===== src/rtl/cdb_arbiter_if.sv =====
// Bundle of FU completion requests and CDB broadcast slots shared by the
// functional units (master side) and the arbiter (slave side).
interface cdb_arbiter_if #(
  parameter int NUM_FU    = 4,
  parameter int NUM_CDB   = 2,
  parameter int PREG_BITS = 6,
  parameter int DATA_BITS = 32
);
  logic [NUM_FU-1:0]                 fu_req;
  logic [NUM_FU-1:0][PREG_BITS-1:0]  fu_dest;
  logic [NUM_FU-1:0][DATA_BITS-1:0]  fu_data;
  logic [NUM_FU-1:0]                 fu_grant;
  logic [NUM_CDB-1:0]                cdb_valid;
  logic [NUM_CDB-1:0][PREG_BITS-1:0] cdb_reg;
  logic [NUM_CDB-1:0][DATA_BITS-1:0] cdb_data;

  modport master (
    output fu_req, fu_dest, fu_data,
    input  fu_grant, cdb_valid, cdb_reg, cdb_data
  );

  modport slave (
    input  fu_req, fu_dest, fu_data,
    output fu_grant, cdb_valid, cdb_reg, cdb_data
  );
endinterface


===== src/rtl/cdb_arbiter.sv =====
// Round-robin common-data-bus arbiter: grants up to NUM_CDB finished FUs per
// cycle starting from a rotating pointer and broadcasts their results one cycle later.
module cdb_arbiter #(
  parameter int NUM_FU    = 4,
  parameter int NUM_CDB   = 2,
  parameter int PREG_BITS = 6,
  parameter int DATA_BITS = 32
) (
  input  logic          clock,
  input  logic          reset,
  cdb_arbiter_if.slave  bus
);
  localparam int PTR_BITS = $clog2(NUM_FU);
  localparam int CNT_BITS = $clog2(NUM_CDB + 1);

  logic [PTR_BITS-1:0]               r_rrPtr;
  logic [NUM_CDB-1:0]                r_cdbValid;
  logic [NUM_CDB-1:0][PREG_BITS-1:0] r_cdbReg;
  logic [NUM_CDB-1:0][DATA_BITS-1:0] r_cdbData;

  logic [NUM_FU-1:0][PTR_BITS-1:0]   w_scanIdx;
  logic [NUM_FU-1:0]                 w_grant;
  logic [NUM_CDB-1:0]                w_slotValid;
  logic [NUM_CDB-1:0][PTR_BITS-1:0]  w_slotIdx;
  logic [PTR_BITS-1:0]               w_lastIdx;
  logic [PTR_BITS-1:0]               w_nextPtr;
  logic [CNT_BITS-1:0]               w_rank;
  logic [PTR_BITS:0]                 w_sum;
  logic                              w_anyGrant;

  // Scan position j maps to FU (rr_ptr + j) mod NUM_FU; works for non-power-of-two NUM_FU.
  always_comb begin
    w_scanIdx = '0;
    w_sum     = '0;
    for (int j = 0; j < NUM_FU; j++) begin
      w_sum = {1'b0, r_rrPtr} + (PTR_BITS+1)'(j);
      if (w_sum >= (PTR_BITS+1)'(NUM_FU))
        w_scanIdx[j] = PTR_BITS'(w_sum - (PTR_BITS+1)'(NUM_FU));
      else
        w_scanIdx[j] = PTR_BITS'(w_sum);
    end
  end

  always_comb begin
    w_grant     = '0;
    w_slotValid = '0;
    w_slotIdx   = '0;
    w_lastIdx   = r_rrPtr;
    w_rank      = '0;
    for (int j = 0; j < NUM_FU; j++) begin
      if (bus.fu_req[w_scanIdx[j]] && (w_rank < CNT_BITS'(NUM_CDB))) begin
        w_grant[w_scanIdx[j]] = 1'b1;
        for (int k = 0; k < NUM_CDB; k++) begin
          if (w_rank == CNT_BITS'(k)) begin
            w_slotValid[k] = 1'b1;
            w_slotIdx[k]   = w_scanIdx[j];
          end
        end
        w_lastIdx = w_scanIdx[j];
        w_rank    = w_rank + CNT_BITS'(1);
      end
    end
  end

  assign w_anyGrant = |w_grant;
  assign w_nextPtr  = (w_lastIdx == PTR_BITS'(NUM_FU - 1)) ? '0 : w_lastIdx + PTR_BITS'(1);

  always_ff @(posedge clock or posedge reset) begin
    if (reset) begin
      r_rrPtr    <= '0;
      r_cdbValid <= '0;
      r_cdbReg   <= '0;
      r_cdbData  <= '0;
    end else begin
      if (w_anyGrant)
        r_rrPtr <= w_nextPtr;
      for (int k = 0; k < NUM_CDB; k++) begin
        r_cdbValid[k] <= w_slotValid[k];
        r_cdbReg[k]   <= w_slotValid[k] ? bus.fu_dest[w_slotIdx[k]] : '0;
        r_cdbData[k]  <= w_slotValid[k] ? bus.fu_data[w_slotIdx[k]] : '0;
      end
    end
  end

  // Grants feed the FUs' retire enables, so they must be silenced during reset.
  assign bus.fu_grant  = reset ? '0 : w_grant;
  assign bus.cdb_valid = r_cdbValid;
  assign bus.cdb_reg   = r_cdbReg;
  assign bus.cdb_data  = r_cdbData;
endmodule


===== src/flat_wrapper.sv =====
// flat-port wrapper written by rule: the top's interface ports become plain ports
module cdb_arbiter_flat 
#(
  parameter int NUM_FU    = 4,
  parameter int NUM_CDB   = 2,
  parameter int PREG_BITS = 6,
  parameter int DATA_BITS = 32
)
  (clock, reset, bus_fu_req, bus_fu_dest, bus_fu_data, bus_fu_grant, bus_cdb_valid, bus_cdb_reg, bus_cdb_data);
  cdb_arbiter_if #(.NUM_FU(NUM_FU), .NUM_CDB(NUM_CDB), .PREG_BITS(PREG_BITS), .DATA_BITS(DATA_BITS)) bus_i ();
  input  logic clock;
  input  logic reset;
  input wire logic [$bits(bus_i.fu_req)-1:0] bus_fu_req;
  input wire logic [$bits(bus_i.fu_dest)-1:0] bus_fu_dest;
  input wire logic [$bits(bus_i.fu_data)-1:0] bus_fu_data;
  output wire logic [$bits(bus_i.fu_grant)-1:0] bus_fu_grant;
  output wire logic [$bits(bus_i.cdb_valid)-1:0] bus_cdb_valid;
  output wire logic [$bits(bus_i.cdb_reg)-1:0] bus_cdb_reg;
  output wire logic [$bits(bus_i.cdb_data)-1:0] bus_cdb_data;
  assign bus_i.fu_req = bus_fu_req;
  assign bus_i.fu_dest = bus_fu_dest;
  assign bus_i.fu_data = bus_fu_data;
  assign bus_fu_grant = bus_i.fu_grant;
  assign bus_cdb_valid = bus_i.cdb_valid;
  assign bus_cdb_reg = bus_i.cdb_reg;
  assign bus_cdb_data = bus_i.cdb_data;
  cdb_arbiter #(.NUM_FU(NUM_FU), .NUM_CDB(NUM_CDB), .PREG_BITS(PREG_BITS), .DATA_BITS(DATA_BITS)) u_core (.clock(clock), .reset(reset), .bus(bus_i));
endmodule

===== config.mk =====
export PLATFORM = sky130hd
export DESIGN_NAME = cdb_arbiter_flat
export DESIGN_NICKNAME = d
export VERILOG_FILES = /design/src/rtl/cdb_arbiter_if.sv /design/src/rtl/cdb_arbiter.sv /design/src/flat_wrapper.sv
export SDC_FILE = /design/constraint.sdc
export NUM_CORES = 1
export LEC_CHECK = 0
export CAP_MARGIN = 20
export CORE_ASPECT_RATIO = 0.8
export CORE_UTILIZATION = 48
export DETAILED_ROUTE_END_ITERATION = 6
export PLACE_DENSITY = 0.81
export SLEW_MARGIN = 20
export SYNTH_ARGS = -nofsm -noshare
export SYNTH_HDL_FRONTEND = slang
export SYNTH_SLANG_ARGS = --single-unit

===== constraint.sdc =====
create_clock -name clock -period 6.1 [get_ports clock]
set_input_delay 1.83 -clock clock [delete_from_list [all_inputs] [get_ports clock]]
set_output_delay 1.83 -clock clock [all_outputs]
set_load 0.005 [all_outputs]

# Word level (Yosys, flattened, before mapping)
# Cells that the tools add are included.
# totals
wordCells	116
register_bits	80
# op_classes
n_eq_ne	4
n_mux	65
n_lt_le_gt_ge	17
addsub	10
reduce_logical	11
bitwise_logic	3
# op_table
cell	n
binary-select mux 32 bit (select 2 bit)	2
two-way mux 32 bit	4
two-way mux 2 bit	21
two-way mux 4 bit	8
binary-select mux 6 bit (select 2 bit)	2
two-way mux 6 bit	4
less-than comparator 2 x 3 -> 1 bit (second input constant)	6
two-way mux 1 bit	16
OR 4 bit	3
>= comparator 3 bit (second input constant)	3
binary-select mux 1 bit (select 2 bit)	4
demux 1 bit (select 2 bit)	4
>= comparator 2 x 1 -> 1 bit (second input constant)	4
subtractor 2 x 1 -> 2 bit (second input constant)	4
logical AND 1 bit	7
adder 2 x 2 -> 3 bit (second input constant)	2
logical NOT 2 bit	3
adder 2 x 1 -> 2 bit (second input constant)	2
equality test 2 x 1 -> 1 bit (second input constant)	2
less-than comparator 2 bit (second input constant)	2
OR reduction 4 bit	1
adder 2 x 1 -> 3 bit (second input constant)	1
>= comparator 2 x 3 -> 1 bit (second input constant)	1
adder 1 x 1 -> 2 bit (second input constant)	1
3 further kinds	3

# Longest topological paths before layout
# Gate-level depths: netlist (run 1).
# logic_depth
ltp_word	17
depth_mapped	20

# Worst setup path before layout (run 1)
# Ideal clock, no wire load.
# synth_timing
kind	input to output
startpoint	input port bus_fu_req[2]
endpoint	output port bus_fu_grant[0]
stages	8
setup_slack_ns	0.369
n_path_buf	1
required_time_ns	4.270
arrival_ns	3.901
path_cell_list	mux4_2 > buf_2 > ha_1 > or2_4 > a2bb2oi_2 > a221o_1 > o21ai_0 > and2_1
# synth_between
elab_chain_cells	13
elab_cells_between_ends	27
cone_classes	add/sub (2); order compare (3); mux (16); bitwise (3); reduce/logical (3)
# synth_lines
item	line_no	rtl
from (decl)	flat_wrapper.sv:13	input wire logic [$bits(bus_i.fu_req)-1:0] bus_fu_req;
binary-select mux 1 bit (select 2 bit)	cdb_arbiter.sv:51	if (bus.fu_req[w_scanIdx[j]] && (w_rank < CNT_BITS'(NUM_CDB))) begin
two-way mux 1 bit (implied by the code)	cdb_arbiter.sv:51	
two-way mux 1 bit	cdb_arbiter.sv:51	
less-than comparator 1 x 2 -> 1 bit	cdb_arbiter.sv:51	
logical AND 1 bit	cdb_arbiter.sv:51	
two-way mux 2 bit	cdb_arbiter.sv:51	
less-than comparator 2 bit	cdb_arbiter.sv:51	
logical AND 1 bit	cdb_arbiter.sv:51	
two-way mux 2 bit	cdb_arbiter.sv:51	
less-than comparator 2 bit	cdb_arbiter.sv:51	
logical AND 1 bit	cdb_arbiter.sv:51	
two-way mux 4 bit *	cdb_arbiter.sv:51	
two-way mux 4 bit *	cdb_arbiter.sv:86	assign bus.fu_grant = reset ? '0 : w_grant;
to (decl)	flat_wrapper.sv:16	output wire logic [$bits(bus_i.fu_grant)-1:0] bus_fu_grant;
# Every way passes the cells marked *; elsewhere a longest branch is shown, timed or not. The select of a mux whose other input is x is not followed.

# Worst setup path after layout (run 1)
# layout_timing
startpoint	input port bus_fu_req[1]
endpoint	output port bus_fu_grant[2]
# The elaborated chain is that of the path after synthesis.

==> results by group, run 1 <==
Status
  – Status: finished, final reports clean

CTS
  – Hold buffers post-CTS: 0
  – CTS tree: built
  – CTS Buf Count: 9
  – CTS HTree Levels: 3
  – Clock root buffer: clkbuf_16
  – Clk_lat worst skew: 0.36 ns
  – Num Clock Sinks: 80
  – Worst-path clk slew: 0.07 ns
  – Max clock buf depth: 2

Synthesis
  – Yosys warns: 0
  – Post-synth EDFFs: 0
  – Sequential share of the synthesized area: 0.2672
  – Mapped Area: 7492 um2
  – Ys flop type: dfrtp_1
  – Synthesized area per cell: between 8 and 9 um2
  – Synth cell types: 49
  – Yosys reg bits: 80
  – Syn nets: between 1000 and 1500
  – Ys async rst share: 1.000
  – Synthesized netlist cell count: about 890

Detailed routing
  – DR WL/cell: 21.32 um
  – Iter 0 DRT Violations: between 800 and 900
  – DR DRC count: 0
  – Vias/cell: between 6 and 7
  – Via count: about 8500
  – Drt first pass iters: 6
  – Final wirelength: around 28 mm
  – Post-route ant nets: 0

Global route
  – Vias in the first global route: about 8100
  – Total track usage: 0.3440
  – Gr ovfl total: 0
  – First-pass GRT wire length: 43.37 mm
  – Initial antenna violation count: 1
  – Pin count of the biggest net entering global routing: 115

Setup path
  – CP arrival: around 4.2 ns
  – Worst Setup End Kind: primary output
  – CP Launch Type: input port
  – Worst Path Max Fanout: 5
  – Worst setup path class: in -> out
  – Worst Path Required: 4.27 ns

Floorplanning
  – Row count: 40
  – Die X: 141.7 um
  – Die Y: 113.7 um
  – Core ar.: roughly 15000 um2
  – Initial core utilization: 0.4957
  – Ports: 240
  – Die area: 16120 um2

Timing
  – FMAX: approximately 0.17 GHz
  – Period utilisation layout: 0.9867
  – Max-slew headroom: 0.2745
  – Pins Over Slew Limit: 0
  – Worst Skew: between 0.01 and 0.015 ns
  – Setup violations, final: 0
  – RSZ-0062 raised after global routing: no
  – Fin crit period: about 6 ns
  – Slew @ Worst Pin: 1.088 ns
  – Hold Vio Cnt, Final: 0

Worst hold path
  – Worst Hold Class: reg -> reg

Finish
  – Nets: around 1300
  – Fin cells: about 1300
  – Area grow syn2layout: 42.94%
  – Largest register FFs: 64
  – Share of cells above drive strength 1: 0.1626

Flow run
  – Max-cap check violation count: 0

Placement
  – IO buf count: roughly 240
  – Dpl cells: 1282
  – RD Place Congestion: about 0.87
  – HPWL after DPL: about 17 mm
==> cells by family (layout without fill, tap and decap cells) <==
logic type	count (synthesis)	in the layout	share of synthesized area
buf+inv	107	334	0.07014
fa+ha+maj	12	12	0.02004
compound gates	341	341	0.3342
flops	80	80	0.2672
xor+xnor	2	2	0.002338
simple gates	217	217	0.1212
other cells	0	1	0
mux	127	127	0.1849
==> cell usage in the layout (no fill, tap or decap), types with 2 or more instances in the layout <==
cell type	count
o32ai_2	19
dfrtp_1	79
a2bb2oi_1	2
xnor2_1	2
o21a_1	39
o22ai_1	77
clkbuf_2	4
a21oi_4	4
and2_1	6
nor3_1	38
clkinvlp_4	3
ha_1	10
a21oi_1	77
nor2_4	2
o221ai_1	38
mux2i_1	80
o32ai_1	20
inv_1	7
o21ai_0	5
o21ai_1	3
a222oi_1	4
clkbuf_8	3
nand3b_1	2
o31ai_1	37
buf_4	62
mux2_2	40
inv_2	2
clkdlybuf4s50_1	231
mux2_4	2
clkbuf_16	9
mux4_2	3
dlygate4sd2_1	3
o21ai_4	6
nor2_1	120
nand2_1	41
a31oi_1	2
clkinv_2	2
buf_12	6
==> path summary, 6_finish.rpt <==
check | start | end | slack (ns) | cells after the start
setup / recovery | bus_fu_req[1] | bus_fu_grant[2] | 0.08 | 10
hold reg to reg | u_core.r_rrPtr[1] | u_core.r_rrPtr[1] | 0.73 | 2
min in group asynchronous | reset | u_core.r_rrPtr[1] | 1.67 | 2
hold / removal | u_core.r_rrPtr[1] | u_core.r_rrPtr[1] | 0.73 | 2
max in group asynchronous | reset | u_core.bus.cdb_data[1] | 3.07 | 4
setup reg to reg | u_core.r_rrPtr[0] | u_core.r_rrPtr[1] | 0.49 | 28
==> Yosys cell counts, types with 9 or more instances <==
master    number  area [um2]
o21ai_0       11       55.05
buf_6          9       101.4
nor2_1       121       454.2
a21oi_1       79       395.4
o32ai_2       19       309.1
o21a_1        39       292.8
o31ai_1       37       277.8
clkbuf_1      49       183.9
nor3_1        38       190.2
mux2_2        40       450.4
o221ai_1      38       332.8
inv_1         10       37.54
o22ai_1       77       481.7
buf_2         36       180.2
nand2_1       41       153.9
dfrtp_1       80        2002
mux2i_1       80       800.8
o32ai_1       20       175.2
ha_1          12       150.1
==> worst max-delay path, cell delays in order <==
cell and delay, ns:
clkbuf_2 0.11, mux4_2 0.52, ha_4 0.19, or2_4 0.25, a2bb2oi_2 0.17, a221o_1 0.40, buf_4 0.17, o21ai_4 0.17
and2_1 0.16, dlygate4sd2_1 0.23
==> cell type report <==
class                      instances  area, um2
fill                            1157       4405
sequential                        80       2006
clock buffer                      12      266.5
clock inverter                     4      27.53
timing repair buffer             308       2984
tap                              210      262.8
inverter                          10      38.79
antenna                            1      2.502
multi-input combinational        699       5121
==> per-stage QoR <==
stage / instance area, um2 / setup slack (ns) / util / hold WS, ns / setup TNS, ns
after floorplan: 7492 / 0.3690 / - / 0.6402 / 0
after detailed placement: 10180 / -0.4712 / 0.6734 / 0.7319 / -1.828
after CTS: 10660 / -0.1128 / 0.7053 / 0.7387 / -0.1306
after global placement: 10180 / -0.4061 / 0.6734 / 0.6994 / -1.605
after global routing: 10710 / 0.02230 / 0.7085 / 0.7887 / 0
final: 10710 / 0.08100 / 0.7085 / 0.7256 / 0
==> what timing repair did <==
action                     CTS  global route
gates resized for setup     19            12
buffers inserted            22             3
pin swaps                    5             4
hold endpoints to repair     0             0
setup endpoints to repair    4             6
==> routing by layer <==
metal,wire length (um),share of wire,GRT usage
met2,13100,0.46,0.5629
met3,2944,0.10,0.07347
met5,0,0,0
met4,926,0.033,0.1513
met1,11260,0.40,0.4389
Power of run 1 is left out: the tool's default activity adds up to more than one toggle a clock period on the data nets, which glitch-free logic cannot reach.
==> inputs of run 2 (changes only) <==
CORE_UTILIZATION = 66   (was 48)
DONT_BUFFER_PORTS = 1   (was default)
PLACE_DENSITY = 0.8   (was 0.81)
==> results by group, run 2 (synthesis gave the netlist of run 1 again) <==
CTS
  – CTS HTree Levels: 3 (unchanged)
  – Post-cts resize count: 0 (was 19)
  – Hold buffers post-CTS: 0 (unchanged)
  – Clk_lat worst skew: 0.35 ns (was 0.36 ns)
  – Num Clock Sinks: 80 (unchanged)
  – CTS tree: built (unchanged)
  – Clock root buffer: clkbuf_16 (unchanged)
  – Max clock buf depth: 2 (unchanged)
  – Post-CTS Setup Bufs: 0 (was 22)
  – CTS Buf Count: 9 (unchanged)
  – Worst-path clk slew: 0.06 ns (was 0.07 ns)

Timing
  – FMAX: 0.1701 GHz (was 0.1661 GHz)
  – Worst Skew: 0.006779 ns (was 0.01087 ns)
  – Fin crit period: 5.878 ns (was 6.019 ns)
  – Setup violations, final: 0 (unchanged)
  – Pins Over Slew Limit: 0 (unchanged)
  – Slew @ Worst Pin: 1.121 ns (was 1.088 ns)
  – TNS Setup: 0 ns (unchanged)
  – Worst hold slack: 0.7471 ns (was 0.7256 ns)
  – Max-slew headroom: 0.2500 (was 0.2745)
  – Period utilisation layout: 0.9636 (was 0.9867)
  – Hold Vio Cnt, Final: 0 (unchanged)
  – RSZ-0062 raised after global routing: no (unchanged)

Finish
  – Area of the multi-input gates: 5074 um2 (was 5121 um2)
  – FF+latch area: 2006 um2 (unchanged)
  – Share of cells above drive strength 1: 0.1486 (was 0.1626)
  – Most common cell after layout, fill and taps aside: nor2_1 (was clkdlybuf4s50_1)
  – Area grow syn2layout: 5.043% (was 42.94%)
  – Layout fillers: 851 (was 1157)
  – Largest register FFs: 64 (unchanged)
  – Ant diodes: 0 (was 1)
  – Nets: 995 (was 1278)
  – Commonest cells after routing, fill and taps aside: nor2_1, mux2i_1, dfrtp_1 (was clkdlybuf4s50_1, nor2_1, mux2i_1)

Detailed routing
  – Drt first pass iters: 7 (was 6)
  – DR DRC count: 3 (was 0)
  – Iter 0 DRT Violations: 1013 (was 826)
  – DR WL/cell: 25.43 um (was 21.32 um)
  – Final wirelength: 24.72 mm (was 28.23 mm)
  – Vias/cell: 7.765 (was 6.384)
  – Post-route ant nets: 0 (unchanged)
  – Via count: 7548 (was 8452)

Placement
  – IO buf count: 0 (was 239)
  – RD Place Congestion: 0.8576 (was 0.8747)
  – HPWL after DPL: 15.58 mm (was 17.40 mm)

Flow run
  – Max-cap check violation count: 0 (unchanged)

Setup path
  – CP arrival: 4.05 ns (was 4.19 ns)
  – CP startpoint: bus_fu_req[2] (was bus_fu_req[1])
  – R2R Setup Slk: 0.83 ns (was 0.49 ns)
  – Capture point of the worst reg-to-reg path: u_core.bus.cdb_data[17] (was u_core.r_rrPtr[1])
  – Worst Path Required: 4.27 ns (about the same)
  – R2R cell count: 14 (was 28)
  – Worst setup path class: in -> out (unchanged)
  – R2R Path Start: u_core.r_rrPtr[0] (unchanged)
  – Worst Path Max Fanout: 10 (was 5)
  – CP Launch Type: input port (unchanged)
  – Worst Setup End Kind: primary output (unchanged)
  – Setup crit end: bus_fu_grant[1] (was bus_fu_grant[2])

Status
  – Status: finished, violations left (was finished, final reports clean)
  – Violated checks: DRC

Global route
  – Pin count of the biggest net entering global routing: 218 (was 115)
  – Initial antenna violation count: 0 (was 1)
  – First-pass GRT wire length: 38.51 mm (was 43.37 mm)
  – Gr ovfl total: 0 (unchanged)
  – Total track usage: 0.4136 (was 0.3440)
  – Vias in the first global route: 7501 (was 8091)

Floorplanning
  – Initial core utilization: 0.6826 (was 0.4957)
  – Die area: 11780 um2 (was 16120 um2)
  – Row count: 34 (was 40)
  – Die Y: 97.30 um (was 113.7 um)
  – Ports: 240 (unchanged)
  – Die X: 121.1 um (was 141.7 um)
  – Core ar.: 10980 um2 (was 15110 um2)

Worst hold path
  – Hold_sp: u_core.r_rrPtr[1] (unchanged)
  – Worst Hold Class: reg -> reg (unchanged)
## run 2: changes by cell type in the layout (fill, tap and decap cells not counted), sizes merged, moves of 2 or more
cell,delta
clkinvlp,-2
buf,-44
dlygate4sd2,-3
clkbuf,-5
clkdlybuf4s50,-231
## run 2: stage by stage
step                        util  setup slack (ns)  instance area [um2]  instances
after global routing      0.7171            0.1045                 7870        972
after detailed placement  0.6848            0.2488                 7516        956
after floorplan                -            0.3690                 7492        886
final                     0.7171            0.2220                 7870        972
after global placement    0.6823            0.3225                 7488        955
after CTS                 0.7117            0.2492                 7811        970
## run 2: metal layers
metal / global-route usage / up-vias / share of wire
li1: - / 3283 / -
met1: 0.5030 / 3534 / 0.35
met2: 0.6699 / 626 / 0.47
met3: 0.1244 / 105 / 0.13
met4: 0.1890 / 0 / 0.036
met5: 0 / - / 0
## run 2: area by class of cell
type                       count  share of cell area
clock inverter                 3            0.005405
clock buffer                  11             0.03211
sequential                    80              0.2548
timing repair buffer          25             0.03514
inverter                      10            0.004928
tap                          144             0.02289
multi-input combinational    699              0.6447
## run 2: how the worst min path moves through the flow
stage	endpoint	cells past startpoint
final	u_core.r_rrPtr[1]	2
after global placement	u_core.r_rrPtr[1]	2
after detailed placement	u_core.r_rrPtr[1]	2
after global routing	u_core.r_rrPtr[1]	2
after floorplan	u_core.r_rrPtr[1]	3
after CTS	u_core.r_rrPtr[1]	2
## run 2: critical path, stage by stage
cell and delay [ns]:
mux4_2 0.59, ha_1 0.31, or2_4 0.28, a2bb2oi_2 0.16, a221o_1 0.44, o21ai_0 0.26, and2_1 0.18
Power of run 2 is left out for the same reason.
==> inputs of run 3 (changes only) <==
ABC_AREA = 0   (was default)
MAX_ROUTING_LAYER = met4   (was default)
==> results by group, run 3 (synthesis gave the netlist of run 1 again) <==
Status
  – Status: finished, final reports clean (was finished, violations left)

Placement
  – HPWL after DPL: 16.02 mm (was 15.58 mm)
  – RD Place Congestion: 0.8959 (was 0.8576)
  – Dpl cells: 958 (was 956)
  – IO buf count: 0 (unchanged)

Setup path
  – Delay of the slowest critical-path stage: 0.59 ns (about the same)
  – Worst Setup End Kind: primary output (unchanged)
  – CP arrival: 4.07 ns (was 4.05 ns)
  – R2R cell count: 12 (was 14)
  – Worst Path Required: 4.27 ns (about the same)
  – Worst-path cell chain: mux4_2 > ha_1 > or2_4 > a2bb2oi_2 > a221o_1 > o21ai_0 > and2_1 (unchanged)
  – Capture point of the worst reg-to-reg path: u_core.bus.cdb_data[14] (was u_core.bus.cdb_data[17])
  – R2R Path Start: u_core.r_rrPtr[0] (unchanged)
  – CP top delay family: compound AO/OA/AOI/OAI gates (unchanged)
  – R2R Setup Slk: 0.59 ns (was 0.83 ns)
  – Highest-delay cell along the critical path: mux4_2 (unchanged)
  – Buf/Inv on CP: 0 (unchanged)
  – Worst Path Max Fanout: 10 (unchanged)
  – CP Launch Type: input port (unchanged)
  – Worst setup path class: in -> out (unchanged)

Finish
  – Nets: 997 (was 995)
  – Ant diodes: 0 (unchanged)
  – Most common cell after layout, fill and taps aside: nor2_1 (unchanged)
  – Area grow syn2layout: 5.411% (was 5.043%)
  – Commonest cells after routing, fill and taps aside: nor2_1, mux2i_1, dfrtp_1 (unchanged)
  – Core Util, Final: 0.7196 (was 0.7171)
  – Fin cells: 976 (was 972)
  – Largest register FFs: 64 (unchanged)
  – Share of cells above drive strength 1: 0.1538 (was 0.1486)

Floorplanning
  – Ports: 240 (unchanged)
  – Initial core utilization: 0.6826 (unchanged)
  – Die X: 121.1 um (unchanged)
  – Core ar.: 10980 um2 (unchanged)
  – Die area: 11780 um2 (unchanged)
  – Die Y: 97.30 um (unchanged)
  – Row count: 34 (unchanged)

Detailed routing
  – Drt first pass iters: 5 (was 7)
  – DR WL/cell: 26.17 um (was 25.43 um)
  – Iter 0 DRT Violations: 1087 (was 1013)
  – Vias/cell: 7.863 (was 7.765)
  – Post-route ant nets: 0 (unchanged)
  – DR DRC count: 0 (was 3)
  – Via count: 7674 (was 7548)
  – Final wirelength: 25.54 mm (was 24.72 mm)

Timing
  – Pins Over Slew Limit: 0 (unchanged)
  – RSZ-0062 raised after global routing: no (unchanged)
  – Period utilisation layout: 0.9674 (was 0.9636)
  – Fin crit period: 5.901 ns (was 5.878 ns)
  – Worst Skew: 0.003644 ns (was 0.006779 ns)
  – Hold Vio Cnt, Final: 0 (unchanged)
  – FMAX: 0.1695 GHz (was 0.1701 GHz)
  – Max-slew headroom: 0.2720 (was 0.2500)
  – Slew @ Worst Pin: 1.088 ns (was 1.121 ns)
  – Setup violations, final: 0 (unchanged)
  – TNS Setup: 0 ns (unchanged)

CTS
  – Max clock buf depth: 2 (unchanged)
  – CTS HTree Levels: 3 (unchanged)
  – Worst-path clk slew: 0.06 ns (about the same)
  – CTS tree: built (unchanged)
  – Clock root buffer: clkbuf_16 (unchanged)
  – Num Clock Sinks: 80 (unchanged)
  – Clk_lat worst skew: 0.35 ns (about the same)
  – Post-CTS Setup Bufs: 0 (unchanged)
  – CTS Buf Count: 9 (unchanged)

Global route
  – Pin count of the biggest net entering global routing: 117 (was 218)
  – Total track usage: 0.4453 (was 0.4136)
  – Initial antenna violation count: 0 (unchanged)
  – First-pass GRT wire length: 40.18 mm (was 38.51 mm)
  – Vias in the first global route: 7929 (was 7501)
  – Gr ovfl total: 0 (unchanged)

Worst hold path
  – Hold-critical path endpoint: u_core.r_rrPtr[1] (unchanged)
  – Hold Crit Depth: 2 (unchanged)
  – Hold_sp: u_core.r_rrPtr[1] (unchanged)
  – Worst Hold Class: reg -> reg (unchanged)

Flow run
  – Max-cap check violation count: 0 (unchanged)
[run 3: changes by cell type in the layout (fill, tap and decap cells not counted), sizes merged]
cell and change:
buf +2, clkinv +1, clkbuf +1
[run 3: layer usage]
layer,wire length (um),global-route usage
met1,9165,0.5219
met3,3368,0.1232
met2,12080,0.6949
met4,928,0.2327
met5,0,-
[run 3: cell type report]
class / instances / area [um2]
Multi-Input combinational cell: 699 / 5076
Fill cell: 823 / 3078
Inverter: 10 / 38.79
Clock inverter: 4 / 51.30
Timing Repair Buffer: 27 / 279.0
Sequential cell: 80 / 2006
Clock buffer: 12 / 266.5
Tap cell: 144 / 180.2
[run 3: stage by stage]
stage	hold WS (ns)	worst slack, ns	area [um2]
after detailed placement	0.7188	0.2115	7518
final	0.7939	0.1992	7898
after global placement	0.7026	0.3209	7491
after global routing	0.8684	0.07341	7898
after CTS	0.7244	0.2347	7836
after floorplan	0.6402	0.3690	7492
[run 3: tightest hold or removal path, stage by stage, from the launching register on]
cell	delay (ns)
dfrtp_1	0.52
nand2_1	0.13
o21ai_0	0.09
[run 3: repair_timing]
action                                  in CTS  in global routing
hold buffers                                 0                  0
gates resized for setup                      0                  1
endpoints found under the setup margin       0                  1
[run 3: how the worst max path moves through the flow]
| stage | from | endpoint | slack (ns) | depth (start not counted) |
|---|---|---|---|---|
| floorplan | bus_fu_req[2] | bus_fu_grant[0] | 0.37 | 8 |
| global placement | bus_fu_req[2] | bus_fu_grant[0] | 0.32 | 7 |
| detailed placement | bus_fu_req[2] | u_core.bus.cdb_data[29] | 0.21 | 10 |
| CTS | bus_fu_req[2] | bus_fu_grant[2] | 0.23 | 7 |
| global route | bus_fu_req[2] | bus_fu_grant[2] | 0.07 | 7 |
| finish | bus_fu_req[2] | bus_fu_grant[2] | 0.20 | 7 |
Power of run 3 is left out for the same reason.
